==> src/rtl/rc522_reg_access.sv <==
// Register read/write sequencer for the RC522 over an 8-bit spi_master:
// sends the address byte, then a data or dummy byte, and returns the read byte.
//
// state      | meaning
// IDLE       | ready for a request
// ADDR_START | one-cycle start pulse for the address byte
// ADDR_WAIT  | waiting for the master to report busy
// ADDR_XFER  | address byte shifting; the received byte is discarded
// DATA_START | one-cycle start pulse for the data/dummy byte
// DATA_WAIT  | waiting for the master to report busy
// DATA_XFER  | data byte shifting; the received byte is captured on exit
// DONE       | one-cycle response
module rc522_reg_access #(
    parameter logic [27:0] XFER_TIMEOUT = 28'd50_000_000,
    parameter logic [7:0]  DUMMY_BYTE   = 8'h00
) (
    input  logic       CLOCK_50,
    input  logic       reset,
    input  logic       req_valid,
    output logic       req_ready,
    input  logic       req_rw,
    input  logic [5:0] req_addr,
    input  logic [7:0] req_wdata,
    output logic       rsp_valid,
    output logic [7:0] rsp_data,
    output logic       rsp_err,
    output logic       spi_start_n,
    output logic [7:0] spi_data_in,
    input  logic       spi_busy,
    input  logic [7:0] spi_data_out
);

    typedef enum logic [2:0] {
        IDLE,
        ADDR_START,
        ADDR_WAIT,
        ADDR_XFER,
        DATA_START,
        DATA_WAIT,
        DATA_XFER,
        DONE
    } state_t;

    state_t      state;
    state_t      state_nxt;
    logic        rw_q;
    logic [5:0]  addr_q;
    logic [7:0]  wdata_q;
    logic [27:0] cnt;
    logic        timeout;

    assign timeout     = (cnt >= XFER_TIMEOUT);
    assign req_ready   = (state == IDLE);
    assign rsp_valid   = (state == DONE);
    assign spi_start_n = !((state == ADDR_START) || (state == DATA_START));

    always_comb begin
        state_nxt = state;
        case (state)
            IDLE:       if (req_valid) state_nxt = ADDR_START;
            ADDR_START: state_nxt = ADDR_WAIT;
            ADDR_WAIT: begin
                if (timeout)       state_nxt = DONE;
                else if (spi_busy) state_nxt = ADDR_XFER;
            end
            ADDR_XFER: begin
                if (timeout)        state_nxt = DONE;
                else if (!spi_busy) state_nxt = DATA_START;
            end
            DATA_START: state_nxt = DATA_WAIT;
            DATA_WAIT: begin
                if (timeout)       state_nxt = DONE;
                else if (spi_busy) state_nxt = DATA_XFER;
            end
            DATA_XFER: begin
                if (timeout)        state_nxt = DONE;
                else if (!spi_busy) state_nxt = DONE;
            end
            DONE:       state_nxt = IDLE;
            default:    state_nxt = IDLE;
        endcase
    end

    always_ff @(posedge CLOCK_50 or negedge reset) begin
        if (!reset) begin
            state       <= IDLE;
            rw_q        <= 1'b0;
            addr_q      <= 6'h00;
            wdata_q     <= 8'h00;
            cnt         <= 28'd0;
            rsp_data    <= 8'h00;
            rsp_err     <= 1'b0;
            spi_data_in <= 8'h00;
        end else begin
            state <= state_nxt;
            case (state)
                IDLE: begin
                    if (req_valid) begin
                        rw_q        <= req_rw;
                        addr_q      <= req_addr;
                        wdata_q     <= req_wdata;
                        spi_data_in <= {req_rw, req_addr, 1'b0};
                    end
                end
                ADDR_START, DATA_START: cnt <= 28'd0;
                ADDR_WAIT, DATA_WAIT: begin
                    cnt <= cnt + 28'd1;
                    if (timeout) begin
                        rsp_err  <= 1'b1;
                        rsp_data <= 8'h00;
                    end
                end
                ADDR_XFER: begin
                    cnt <= cnt + 28'd1;
                    if (timeout) begin
                        rsp_err  <= 1'b1;
                        rsp_data <= 8'h00;
                    end else if (!spi_busy) begin
                        spi_data_in <= rw_q ? DUMMY_BYTE : wdata_q;
                    end
                end
                DATA_XFER: begin
                    cnt <= cnt + 28'd1;
                    if (timeout) begin
                        rsp_err  <= 1'b1;
                        rsp_data <= 8'h00;
                    end else if (!spi_busy) begin
                        rsp_err  <= 1'b0;
                        rsp_data <= rw_q ? spi_data_out : 8'h00;
                    end
                end
                default: ;
            endcase
        end
    end

    // addr_q is kept for observability of the latched request.
    logic unused_addr;
    assign unused_addr = ^addr_q;

endmodule

==> config.mk <==
export PLATFORM = sky130hd
export DESIGN_NAME = rc522_reg_access
export DESIGN_NICKNAME = d
export VERILOG_FILES = /design/src/rtl/rc522_reg_access.sv
export SDC_FILE = /design/constraint.sdc
export NUM_CORES = 1
export LEC_CHECK = 0
export ABC_AREA = 1
export CAP_MARGIN = 15
export CELL_PAD_IN_SITES_DETAIL_PLACEMENT = 1
export CELL_PAD_IN_SITES_GLOBAL_PLACEMENT = 1
export CORE_MARGIN = 5
export CORE_UTILIZATION = 45
export CTS_CLUSTER_DIAMETER = 200
export DETAILED_ROUTE_END_ITERATION = 7
export DONT_BUFFER_PORTS = 1
export MAX_ROUTING_LAYER = met4
export PLACE_DENSITY = 0.74
export SLEW_MARGIN = 20
export SYNTH_ARGS = -nofsm -noshare
export SYNTH_HDL_FRONTEND = slang
export SYNTH_SLANG_ARGS = --single-unit
==> constraint.sdc <==
create_clock -name CLOCK_50 -period 3.78 [get_ports CLOCK_50]
set_input_delay 0.189 -clock CLOCK_50 [delete_from_list [all_inputs] [get_ports CLOCK_50]]
set_output_delay 0.189 -clock CLOCK_50 [all_outputs]
set_load 0.02 [all_outputs]
**Word level (Yosys, flattened, before mapping)**

Cells that the tools add are included.

- Memories: 0
- Input port bits: 27
- Word-level logic and storage cells: 62
- Bits in latches: 0
- RAM bits: 0
- Bits in registers: 57
- Bits in read-only memories: 0

- Add/sub/neg operators: 1
- Muxes and demuxes: 25
- Shift-type cells: 0
- Divide/modulo/power cells: 0
- Multipliers: 0
- Magnitude comparators: 1
- Equality and inequality tests: 15
- Bitwise operators: 0
- Reductions and logical operators: 13

Operator list:

| kind | count |
|---|---|
| $mux W8 | 8 |
| $pmux W28 S2 | 1 |
| $pmux W8 S2 | 2 |
| $add A28 B1 Y28 const B | 1 |
| $ge A28 B26 Y1 const B | 1 |
| $mux W3 | 9 |
| $pmux W3 S8 | 1 |
| $eq A3 B3 Y1 const B | 4 |
| $ne A3 B3 Y1 const B | 4 |
| $eq A3 B2 Y1 const B | 2 |
| $ne A2 B2 Y1 const B | 3 |
| $reduce_bool A2 Y1 | 3 |
| $reduce_and A5 Y1 | 1 |
| $reduce_and A4 Y1 | 1 |
| $reduce_or A4 Y1 | 1 |
| $eq A3 B1 Y1 const B | 1 |
| $logic_not A3 Y1 | 1 |
| $mux W1 | 3 |
| $reduce_and A3 Y1 | 1 |
| $reduce_or A3 Y1 | 1 |
| $ne A2 B1 Y1 const B | 1 |
| $pmux W1 S2 | 1 |
| $reduce_and A2 Y1 | 1 |
| $reduce_or A2 Y1 | 1 |
| 2 further kinds | 2 |

**Depth between registers and ports, before layout**

- Depth after elaboration: 4
- Depth in mapped cells: 12
- Mapped depth without buffers: 12

**Least setup slack after synthesis**

Ideal clock, no wire load.

- Path type: register to register
- Start: register cnt[0]
- End: register cnt[18]
- Path buffers: 0
- Data required time: 3661 ps
- Data arrival time: 1454 ps
- Cell stages (with the launch flop): 10
- Period minus slack after synthesis: 1572 ps
- Setup slack: 2208 ps
- Library setup time: 119 ps
- Cells stage by stage: dfrtp_1 > ha_1 > nand2_1 > nor2_1 > nand2_1 > nor3_1 > nand3_1 > nor2_1 > nand2_1 > o21a_1

- Word-level cells in the longest chain between the ends: 2

RTL lines:

| what | RTL line | text |
|---|---|---|
| from (decl) | 49 | `logic [27:0] cnt;` |
| from (signal assigned) | 107 | `cnt <= cnt + 28'd1;` |
| from (signal assigned) | 114 | `cnt <= cnt + 28'd1;` |
| from (signal assigned) | 123 | `cnt <= cnt + 28'd1;` |
| $add A28 B1 Y28 | 107, 114, 123 |  |
| $pmux W28 S2 | 96 | `case (state)` |

Every way passes these cells.
A chain may end at the register's enable or synchronous reset.

**Worst setup path after layout**

- Start: register state[0]
- End: register wdata_q[6]

- Word-level cells in the longest chain between the ends: 2

RTL lines:

| what | RTL line | text |
|---|---|---|
| from (decl) | 44 | `state_t state;` |
| from (signal assigned) | 95 | `state <= state_nxt;` |
| $logic_not A3 Y1 | -- |  |
| net req_ready | 20 | `output logic req_ready,` |
| $reduce_and A2 Y1 (no source line) | -- |  |
| to (signal assigned) | 101 | `wdata_q <= req_wdata;` |
| to (decl) | 48 | `logic [7:0] wdata_q;` |

The timed path passes the listed nets, and every way through them passes these cells.

==> reports/qor.csv <==
stage,metric,value,unit
clock_tree,cts.clk_slew.worst_paths,0.07,ns
sta,worst_pin_slew,0.757,ns
setup_path,crit_fanout,20,
detailed_routing,drt_wl_total,9150,µm
sta,fin_crit_sh,55.9,%
yosys,synth_top_area_cell,dfrtp_1,
yosys,avgSynthCellArea,7.54,µm²
setup_path,worstSetupEndpointType,flop,
yosys,yosys-top-cells-area,"dfrtp_1 (43%), nand2_1 (14%), nand3_1 (6.3%)",
detailed_routing,wl_per_cell,16.1,µm
detailed_routing,via_per_inst,5.44,
yosys,ys.flop_type,dfrtp_1,
global_route,overflow,0,
yosys,synth_enable_flop_cells,0,
power_and_ir_drop,powerDensity,672,mW/mm²
cells_and_area,final_cell_mix,"nand2_1 (129), dfrtp_1 (57), inv_1 (53), nand3_1 (42), nor2_1 (38)",
cells_and_area,fill_cells,934,
sta,post-route-min-period,2.11,ns
yosys,synth_simple_gate_area_share,35.5,%
sta,hold_viol,0,
cells_and_area,seqCellArea,0.00143,mm²
yosys,synth_compound_gate_area_share,8.64,%
placed_design,dpl.hpwl,6370,µm
sta,rsz0062_at_grt,false,
run,drv_cap,0,
run_status,outcome,finished clean,
clock_tree,root_buffer,clkbuf_8,
clock_tree,cts_tree,yes,
setup_path,crit_arrival,2.34,ns
clock_tree,post_cts_buffers,0,
global_route,grt_max_degree,58,
clock_tree,clkSinkCount,57,
sta,setup_viol,0,
clock_tree,htreeDepth,3,
global_route,grt_pass1_wl,15300,µm
hold_path,hold_class,input pin to flop,
floorplan,die_h,96.2,µm
yosys,synthDistinctLibCells,38,
clock_tree,clk_latency,0.34,ns
yosys,synth_seq_area_share,42.6,%
sta,fin_skew,0.00722,ns
yosys,ys_ff_latch,57,
setup_path,worstSetupStartpointType,flop,
sta,relSlewSlack,49.4,%
power_and_ir_drop,total_leakage_power,1.76,nW
placed_design,port_buffers,0,
cells_and_area,utilization,51.8,%
yosys,async_reset_ff_share,100,%
global_route,grt_pass1_vias,3180,
setup_path,crit_type,flop to flop,
detailed_routing,vias,3086,
setup_path,required,4.01,ns
sta,fmax,473,MHz
clock_tree,cts_buffer_depth,2,
yosys,synth_top_area_share,42.6,%
yosys,synth_nets,473,
clock_tree,ctsResizeCount,0,
floorplan,core,0.00725,mm²
floorplan,start_util,46.1,%
floorplan,ios,47,
global_route,grt_usage,22.2,%
sta,setup_tns,0,ns
cells_and_area,antenna_cells,0,
yosys,synthAdderAreaFrac,0.748,%
yosys,synthMuxAreaShare,2.36,%
floorplan,dieArea,0.00926,mm²
yosys,yosysWarnings,0,
detailed_routing,drtIter0Drc,91,
yosys,synth_xor_area_share,1.05,%
cells_and_area,synthToLayoutAreaGrowth,12.2,%
power_and_ir_drop,ir_worst_vdd,0.350,mV
cells_and_area,multi_input_area,0.00162,mm²
yosys,syn-cell-area,0.00335,mm²
detailed_routing,first_pass_iters,4,
cells_and_area,final_common_cell,nand2_1,
yosys,synth_top_family_by_area,simple AND/OR/NAND/NOR gates,
placed_design,gp_congestion,0.852,
yosys,syn_inst,444,
floorplan,rows,31,
cells_and_area,final_nets,492,
cells_and_area,drive_above_1_share,11.3,%
detailed_routing,ant_nets,0,
sta,slew_viol_final,0,
detailed_routing,drcViolationCount,0,
floorplan,die_w,96.2,µm
clock_tree,numCtsBuffers,9,
global_route,antenna_found_initial,0,
-- flip-flops by register name (all words and copies together) (netlist names) --
signal       count
cnt             28
spi_data_in      8
wdata_q          8
rsp_data         8
state            3
rsp_err          1
rw_q             1
-- Yosys cell counts (2+ instances only) --
cell type,number
nand4_1,14
inv_2,6
ha_1,2
o21a_1,2
nor2_2,5
inv_1,53
a22oi_1,2
o21ai_1,12
buf_2,3
nor3_1,15
o21ai_0,9
nor2_1,38
nand2_4,4
nand2_1,129
nand3_1,42
nor3_2,2
xor2_1,4
mux2_2,7
a21oi_1,14
clkbuf_1,2
nand2_2,2
dfrtp_1,57
nor2_4,2
o31ai_1,2
o22ai_2,2
buf_6,2
-- critical path, cell delays in order, from the launching register on --
cell	delay [ns]
dfrtp_1	0.45
nor2_1	0.18
inv_1	0.09
nor2_2	0.28
nand2_1	0.53
mux2_2	0.46
-- power by group --
group	total [mW]	internal, mW	switching, mW
Clock	0.518	0.236	0.282
Combinational	0.983	0.283	0.701
Sequential	1.02	0.772	0.250
-- worst paths after layout --
check                                      from                       to  slack [ns]  depth (start not counted)
setup reg to reg           state[0]$_DFFE_PN0P_   wdata_q[6]$_DFFE_PN0P_        1.67                          5
hold reg to reg              cnt[7]$_DFFE_PN0P_       cnt[7]$_DFFE_PN0P_        0.50                          1
hold / removal                  spi_data_out[2]  rsp_data[2]$_DFFE_PN0P_        0.01                          2
max in group asynchronous                 reset       cnt[2]$_DFFE_PN0P_        3.12                          2
setup / recovery           state[0]$_DFFE_PN0P_   wdata_q[6]$_DFFE_PN0P_        1.67                          5
min in group asynchronous                 reset  rsp_data[6]$_DFFE_PN0P_        0.40                          2
-- final cells by class --
type	instances	area share (%)
Tap cell	99	3.30
Multi-Input combinational cell	317	43.0
Sequential cell	57	38.0
Clock buffer	9	3.30
Clock inverter	7	1.23
Timing Repair Buffer	17	5.00
Inverter	61	6.16
-- per-stage QoR --
| stage | instance area [µm²] | setup slack (ns) | std cells | hold WS [ns] | total power [mW] |
|---|---|---|---|---|---|
| 6_report | 3750 | 1.67 | 567 | 0.0122 | 2.52 |
| 5_1_grt | 3750 | 1.56 | 567 | 0.0194 | 2.70 |
| 4_1_cts | 3750 | 1.68 | 567 | 0.00791 | 2.55 |
| 3_5_place_dp | 3400 | 1.69 | 534 | -0.105 | 2.00 |
| 3_3_place_gp | 3400 | 1.78 | 534 | -0.105 | 1.95 |
| 2_1_floorplan | 3350 | 2.21 | 444 | -0.107 | 1.83 |
-- metal layers --
metal | vias up | global-route usage (%) | share of wire [%]
li1 | 1476 | - | -
met1 | 1537 | 29.4 | 47
met2 | 57 | 34.7 | 47
met3 | 16 | 3.28 | 4.3
met4 | 0 | 8.18 | 1.6
met5 | - | - | 0
-- cells by family after synthesis --
group,after synthesis
and+or+nand+nor,257
buffers and inverters,70
DFF,57
AOI/OAI and AO/OA,47
muxes,7
xor gates and xnor gates,4
adders and majority gates,2
-- what timing repair did --
| action | in CTS | in global routing |
|---|---|---|
| endpoints found under the hold margin | 72 | 0 |
| hold buffers | 17 | 0 |
| setup endpoints to repair | 0 | 0 |
Note: power is estimated with default switching activity, not from simulation.
